--- src/rtl/turbo_ctrl_pkg.sv ---
// Shared definitions for the turbo decoder iteration controller and its datapath.
package turbo_ctrl_pkg;

  localparam int ADDR_W_DEF = 10;
  localparam int ITER_W_DEF = 4;
  localparam int DRAIN_DEF  = 6;

  // Controller state encoding, also decoded by the datapath top.
  typedef enum logic [2:0] {
    ST_IDLE   = 3'd0,
    ST_DEC1   = 3'd1,
    ST_DRAIN1 = 3'd2,
    ST_DEC2   = 3'd3,
    ST_DRAIN2 = 3'd4,
    ST_CHECK  = 3'd5,
    ST_OUT    = 3'd6,
    ST_DONE   = 3'd7
  } ctrl_state_t;

  // Bits needed to count 0..n-1 (at least one bit).
  function automatic int cnt_w(input int n);
    return (n <= 2) ? 1 : $clog2(n);
  endfunction

endpackage

--- src/rtl/turbo_phase_cnt.sv ---
// Loadable up-counter with a terminal flag that is high while count equals limit.
module turbo_phase_cnt
  import turbo_ctrl_pkg::*;
#(
  parameter int W = 4
) (
  input  logic         clk,
  input  logic         rst,
  input  logic         clr,
  input  logic         en,
  input  logic [W-1:0] limit,
  output logic [W-1:0] count,
  output logic         term
);

  // Clear has priority over counting so a wrap on the terminal cycle lands on zero.
  always_ff @(posedge clk) begin
    if (!rst) begin
      count <= '0;
    end else if (clr) begin
      count <= '0;
    end else if (en) begin
      count <= count + 1'b1;
    end
  end

  assign term = (count == limit);

endmodule

--- src/rtl/turbo_iter_ctrl.sv ---
// Iteration controller for a two-decoder turbo loop: sequences DEC1/DEC2
// half-iterations with pipeline drain gaps, checks for termination, then
// sweeps the output buffer.
module turbo_iter_ctrl
  import turbo_ctrl_pkg::*;
#(
  parameter int ADDR_W = ADDR_W_DEF,
  parameter int ITER_W = ITER_W_DEF,
  parameter int DRAIN  = DRAIN_DEF
) (
  input  logic              clk,
  input  logic              rst,
  input  logic              start,
  input  logic [ADDR_W-1:0] blk_words,
  input  logic [ITER_W-1:0] max_iter,
  input  logic              hd_match,
  output logic              ready,
  output logic              busy,
  output logic              dec1_en,
  output logic              dec2_en,
  output logic [ADDR_W-1:0] addr,
  output logic              zero_ext,
  output logic              out_valid,
  output logic [ITER_W-1:0] iter_cnt,
  output logic              done,
  output logic              early_stop
);

  localparam int DRN_W = cnt_w(DRAIN);
  localparam logic [DRN_W-1:0] DRN_LAST = DRN_W'(DRAIN - 1);

  ctrl_state_t state, nxt;

  logic [ADDR_W-1:0] blk_q;
  logic [ITER_W-1:0] max_q;

  logic              accept;
  logic              addr_en, addr_clr, addr_term;
  logic              drn_en, drn_clr, drn_term;
  logic [DRN_W-1:0]  drn_cnt;
  logic              iter_inc, es_set;

  // Word address shared by decoders, interleavers and the output buffer.
  turbo_phase_cnt #(.W(ADDR_W)) u_addr_cnt (
    .clk   (clk),
    .rst   (rst),
    .clr   (addr_clr),
    .en    (addr_en),
    .limit (blk_q),
    .count (addr),
    .term  (addr_term)
  );

  // Flush gap after each half-iteration.
  turbo_phase_cnt #(.W(DRN_W)) u_drain_cnt (
    .clk   (clk),
    .rst   (rst),
    .clr   (drn_clr),
    .en    (drn_en),
    .limit (DRN_LAST),
    .count (drn_cnt),
    .term  (drn_term)
  );

  assign drn_clr = accept | (drn_en & drn_term);

  // State register.
  always_ff @(posedge clk) begin
    if (!rst) begin
      state <= ST_IDLE;
    end else begin
      state <= nxt;
    end
  end

  // Next-state and counter control decode.
  always_comb begin
    nxt      = state;
    accept   = 1'b0;
    addr_en  = 1'b0;
    addr_clr = 1'b0;
    drn_en   = 1'b0;
    iter_inc = 1'b0;
    es_set   = 1'b0;
    case (state)
      ST_IDLE: begin
        if (start) begin
          accept   = 1'b1;
          addr_clr = 1'b1;
          nxt      = ST_DEC1;
        end
      end
      ST_DEC1: begin
        addr_en = 1'b1;
        if (addr_term) begin
          addr_clr = 1'b1;
          nxt      = ST_DRAIN1;
        end
      end
      ST_DRAIN1: begin
        drn_en = 1'b1;
        if (drn_term) nxt = ST_DEC2;
      end
      ST_DEC2: begin
        addr_en = 1'b1;
        if (addr_term) begin
          addr_clr = 1'b1;
          nxt      = ST_DRAIN2;
        end
      end
      ST_DRAIN2: begin
        drn_en = 1'b1;
        if (drn_term) begin
          iter_inc = 1'b1;
          nxt      = ST_CHECK;
        end
      end
      ST_CHECK: begin
        // A single completed iteration has nothing to compare against.
        if (iter_cnt == max_q) begin
          nxt = ST_OUT;
        end else if (hd_match && (iter_cnt >= ITER_W'(2))) begin
          es_set = 1'b1;
          nxt    = ST_OUT;
        end else begin
          nxt = ST_DEC1;
        end
      end
      ST_OUT: begin
        addr_en = 1'b1;
        if (addr_term) begin
          addr_clr = 1'b1;
          nxt      = ST_DONE;
        end
      end
      ST_DONE: begin
        nxt = ST_IDLE;
      end
      default: begin
        nxt = ST_IDLE;
      end
    endcase
  end

  // Frame parameters, iteration count and early-stop flag.
  always_ff @(posedge clk) begin
    if (!rst) begin
      blk_q      <= '0;
      max_q      <= '0;
      iter_cnt   <= '0;
      early_stop <= 1'b0;
    end else if (accept) begin
      blk_q      <= blk_words;
      max_q      <= (max_iter == '0) ? ITER_W'(1) : max_iter;
      iter_cnt   <= '0;
      early_stop <= 1'b0;
    end else begin
      if (iter_inc && (iter_cnt != max_q)) iter_cnt <= iter_cnt + 1'b1;
      if (es_set) early_stop <= 1'b1;
    end
  end

  assign ready     = (state == ST_IDLE);
  assign busy      = (state != ST_IDLE);
  assign dec1_en   = (state == ST_DEC1);
  assign dec2_en   = (state == ST_DEC2);
  assign zero_ext  = (state == ST_DEC1) && (iter_cnt == '0);
  assign out_valid = (state == ST_OUT);
  assign done      = (state == ST_DONE);

endmodule

--- config.mk ---
export PLATFORM = sky130hd
export DESIGN_NAME = turbo_iter_ctrl
export DESIGN_NICKNAME = d
export VERILOG_FILES = /design/src/rtl/turbo_ctrl_pkg.sv /design/src/rtl/turbo_phase_cnt.sv /design/src/rtl/turbo_iter_ctrl.sv
export SDC_FILE = /design/constraint.sdc
export NUM_CORES = 1
export LEC_CHECK = 0
export ABC_AREA = 1
export BUFFER_PORTS_ARGS = -buffer_cell sky130_fd_sc_hd__buf_2
export CORE_ASPECT_RATIO = 1.25
export CORE_MARGIN = 2
export CORE_UTILIZATION = 54
export DETAILED_ROUTE_END_ITERATION = 8
export GPL_TIMING_DRIVEN = 0
export MAX_ROUTING_LAYER = met4
export PLACE_DENSITY = 0.91
export SLEW_MARGIN = 5
export SYNTH_ARGS = -nofsm -noshare
export SYNTH_HDL_FRONTEND = slang
export SYNTH_SLANG_ARGS = --single-unit
--- constraint.sdc ---
create_clock -name clk -period 2.2 [get_ports clk]
set_clock_uncertainty 0.15 [all_clocks]
set_input_delay 0.22 -clock clk [delete_from_list [all_inputs] [get_ports clk]]
set_output_delay 0.22 -clock clk [all_outputs]
set_load 0.1 [all_outputs]
==> flow_summary_export.csv <==
group,metric,value,unit
run_status,outcome,"finished, final reports clean",
floorplan,die_h,69.6,µm
power_and_ir_drop,total_power,0.00252,W
synth,syn_nets,293,
setup_path,cp_cell_sequence,"inv_1, nand2_2, nor2_4, and3_2, buf_2",
synth,syn_inst,269,
place,gp_congestion,0.828,
finish,final_core_util,0.677,
sta,grt_setup_unrepaired,"false",
sta,hold_viol,0,
synth,synth_edf_count,0,
route,drt_first_pass_iters,4,
power_and_ir_drop,peakVddDrop,0.000988,V
setup_path,worstPathMaxFanout,6,
sta,fmax,0.498,GHz
route,post_drt_via_cell_ratio,5.24,
synth,synthesis.area,1860,µm²
synth,netlist.area_leader.share,0.377,
grt,grt_pass1_wl,7250,µm
setup_path,start_kind,"flip-flop",
grt,met3_usage,0.0522,
grt,antenna_found_initial,0,
clocking,clock_sinks,35,
route,ant_nets,0,
route,dr_total_vias,1845,
grt,grt_overflow,0,
synth,synth_ff_type,"dfxtp_1",
sta,tightest_slew,488,ps
power_and_ir_drop,power.density,1150,nW/µm²
clocking,post_cts_buffers,0,
sta,slew_headroom,0.677,
grt,grtUsageTotal,0.233,
hold_path,hp-class,"input pin to flip-flop",
finish,layout-drive-gt1-share,0.232,
synth,synth-seq-cells,35,
setup_path,crit_path_end_kind,"primary output",
synth,yosysSeqAreaShare,0.377,
floorplan,die_w,56.4,µm
setup_path,critical_path.slowest_cell,"buf_2",
floorplan,boundaryPins,40,
clocking,clockRootBuffer,"clkbuf_8",
sta,min_period,2010,ps
grt,busiest_layer,"met2",
setup_path,critical_path.max_stage_delay,410,ps
clocking,cts_resized,0,
synth,synthTopCellsByArea,"dfxtp_1 (38%), nand2_1 (14%), a21oi_1 (7.0%)",
place,dp_hpwl,3280,µm
finish,syn2layout_area_growth,18.5,%
finish,final_cells,352,
sta,fin_crit_sh,0.912,
sta,report.final.slew_viol_count,0,
grt,met2_usage,0.403,
setup_path,rrSetupSlack,470,ps
sta,finalSetupViolCount,0,
finish,final_common_cell,"nand2_1",
clocking,clk_latency,290,ps
floorplan,initial_utilization,0.571,
clocking,cts_inserted_buffers,5,
finish,layout_common_cells,"nand2_1 (68), buf_2 (41), dfxtp_1 (32), inv_1 (30), nor2_1 (27)",
clocking,clockBufferDepth,2,
clocking,htreeDepth,2,
finish,fin_nets,339,
route,drt_iter0_drc,46,
floorplan,coreArea,3250,µm²
run,maxCapViolCount,0,
synth,synth_top_area_cell,"dfxtp_1",
synth,yosys_warnings,0,
finish,diodes,0,
place,dp.cells,345,
setup_path,arrival,1640,ps
grt,groute.layer.met1.usage,0.256,
clocking,cts_hold_buf,0,
grt,grt_pass1_vias,1754,
route,avgRoutedWirePerCell,12.0,µm
setup_path,setup.worst_path.class,"flip-flop to primary output",
power_and_ir_drop,p_leak,1.05,nW
setup_path,cp.required,1830,ps
grt,grt_max_degree,11,
clocking,tritoncts,"built",
synth,async_flop_share,0,
route,drc,0,
synth,synth_cell_types,28,
place,portBuffers,39,
floorplan,die-area,3930,µm²
sta,finalSetupTns,0,ps
route,wl,4240,µm
floorplan,rows,23,
clocking,clk_pin_slew_worst_paths,70,ps
synth,avgSynthCellArea,6.90,µm²
==> path summary, 6_finish.rpt <==
| check | startpoint | to | cells past startpoint |
|---|---|---|---|
| worst max-delay path | state[2]$_SDFFE_PN0P_ | zero_ext | 5 |
| worst min-delay path | blk_words[6] | blk_q[6]$_SDFFE_PN0P_ | 3 |
| worst max register to register | state[1]$_SDFFE_PN0P_ | u_addr_cnt.count[7]$_SDFFE_PP0P_ | 11 |
| worst min register to register | max_q[3]$_SDFFE_PN0P_ | max_q[3]$_SDFFE_PN0P_ | 2 |
==> per-layer routing <==
metal  vias to the layer above  part of all wire
met5                         -                 0
met4                         0             0.021
met3                         9             0.050
met2                        50              0.52
met1                       846              0.41
li1                        940                 -
==> area by class of cell <==
cell class | count | area (µm²)
Timing Repair Buffer | 39 | 195
Tap cell | 37 | 46.3
Multi-Input combinational cell | 195 | 1010
Inverter | 35 | 136
Sequential cell | 35 | 704
Buffer | 4 | 25.0
Fill cell | 297 | 1050
Clock inverter | 1 | 5.00
Clock buffer | 6 | 82.6
==> power by group <==
group	switching [W]	internal, W	total, W
sequential	0.0000893	0.000737	0.000826
combinational	0.000926	0.000299	0.00122
clock	0.000225	0.000245	0.000470
==> stage by stage <==
step                area (µm²)  hold WS, ps  setup WS, ps
finish                    2200         47.7           194
global route              2200         61.6           117
floorplan                 1870          208          4.35
CTS                       2200         46.1           184
global placement          2110          303           523
detailed placement        2110          314           501
==> Yosys cell counts (all sizes together), types with 2 or more instances <==
master  instances
nor3            6
nor2           33
o21ai          14
nand3          14
or2             2
buf             3
nand2          75
and3            2
a21oi          27
dfxtp          35
inv            35
ha              6
xor2            8
xnor2           5
==> worst max-delay path: cells and delay by family (launching register included) <==
family / cells / cell delay [ps]
buf+inv: 2 / 610
flops: 1 / 360
simple gates: 3 / 370
==> flip-flops by register name, summed over array words and instances, names as in the netlist <==
register / count
state: 3
early_stop: 1
u_addr_cnt.count: 10
u_drain_cnt.count: 3
iter_cnt: 4
blk_q: 10
max_q: 4
==> logic make-up (layout without fill, tap and decap cells) <==
logic type               after synthesis  in the layout  synth area share
XOR/XNOR                              13             13            0.0613
adder cells (fa/ha/maj)                6              6            0.0404
flip-flops                            35             35             0.377
AO/OA/AOI/OAI                         42             42             0.119
AND/OR/NAND/NOR                      134            134             0.315
buffers and inverters                 39             85            0.0869
Power figures use the tool's default switching activity.
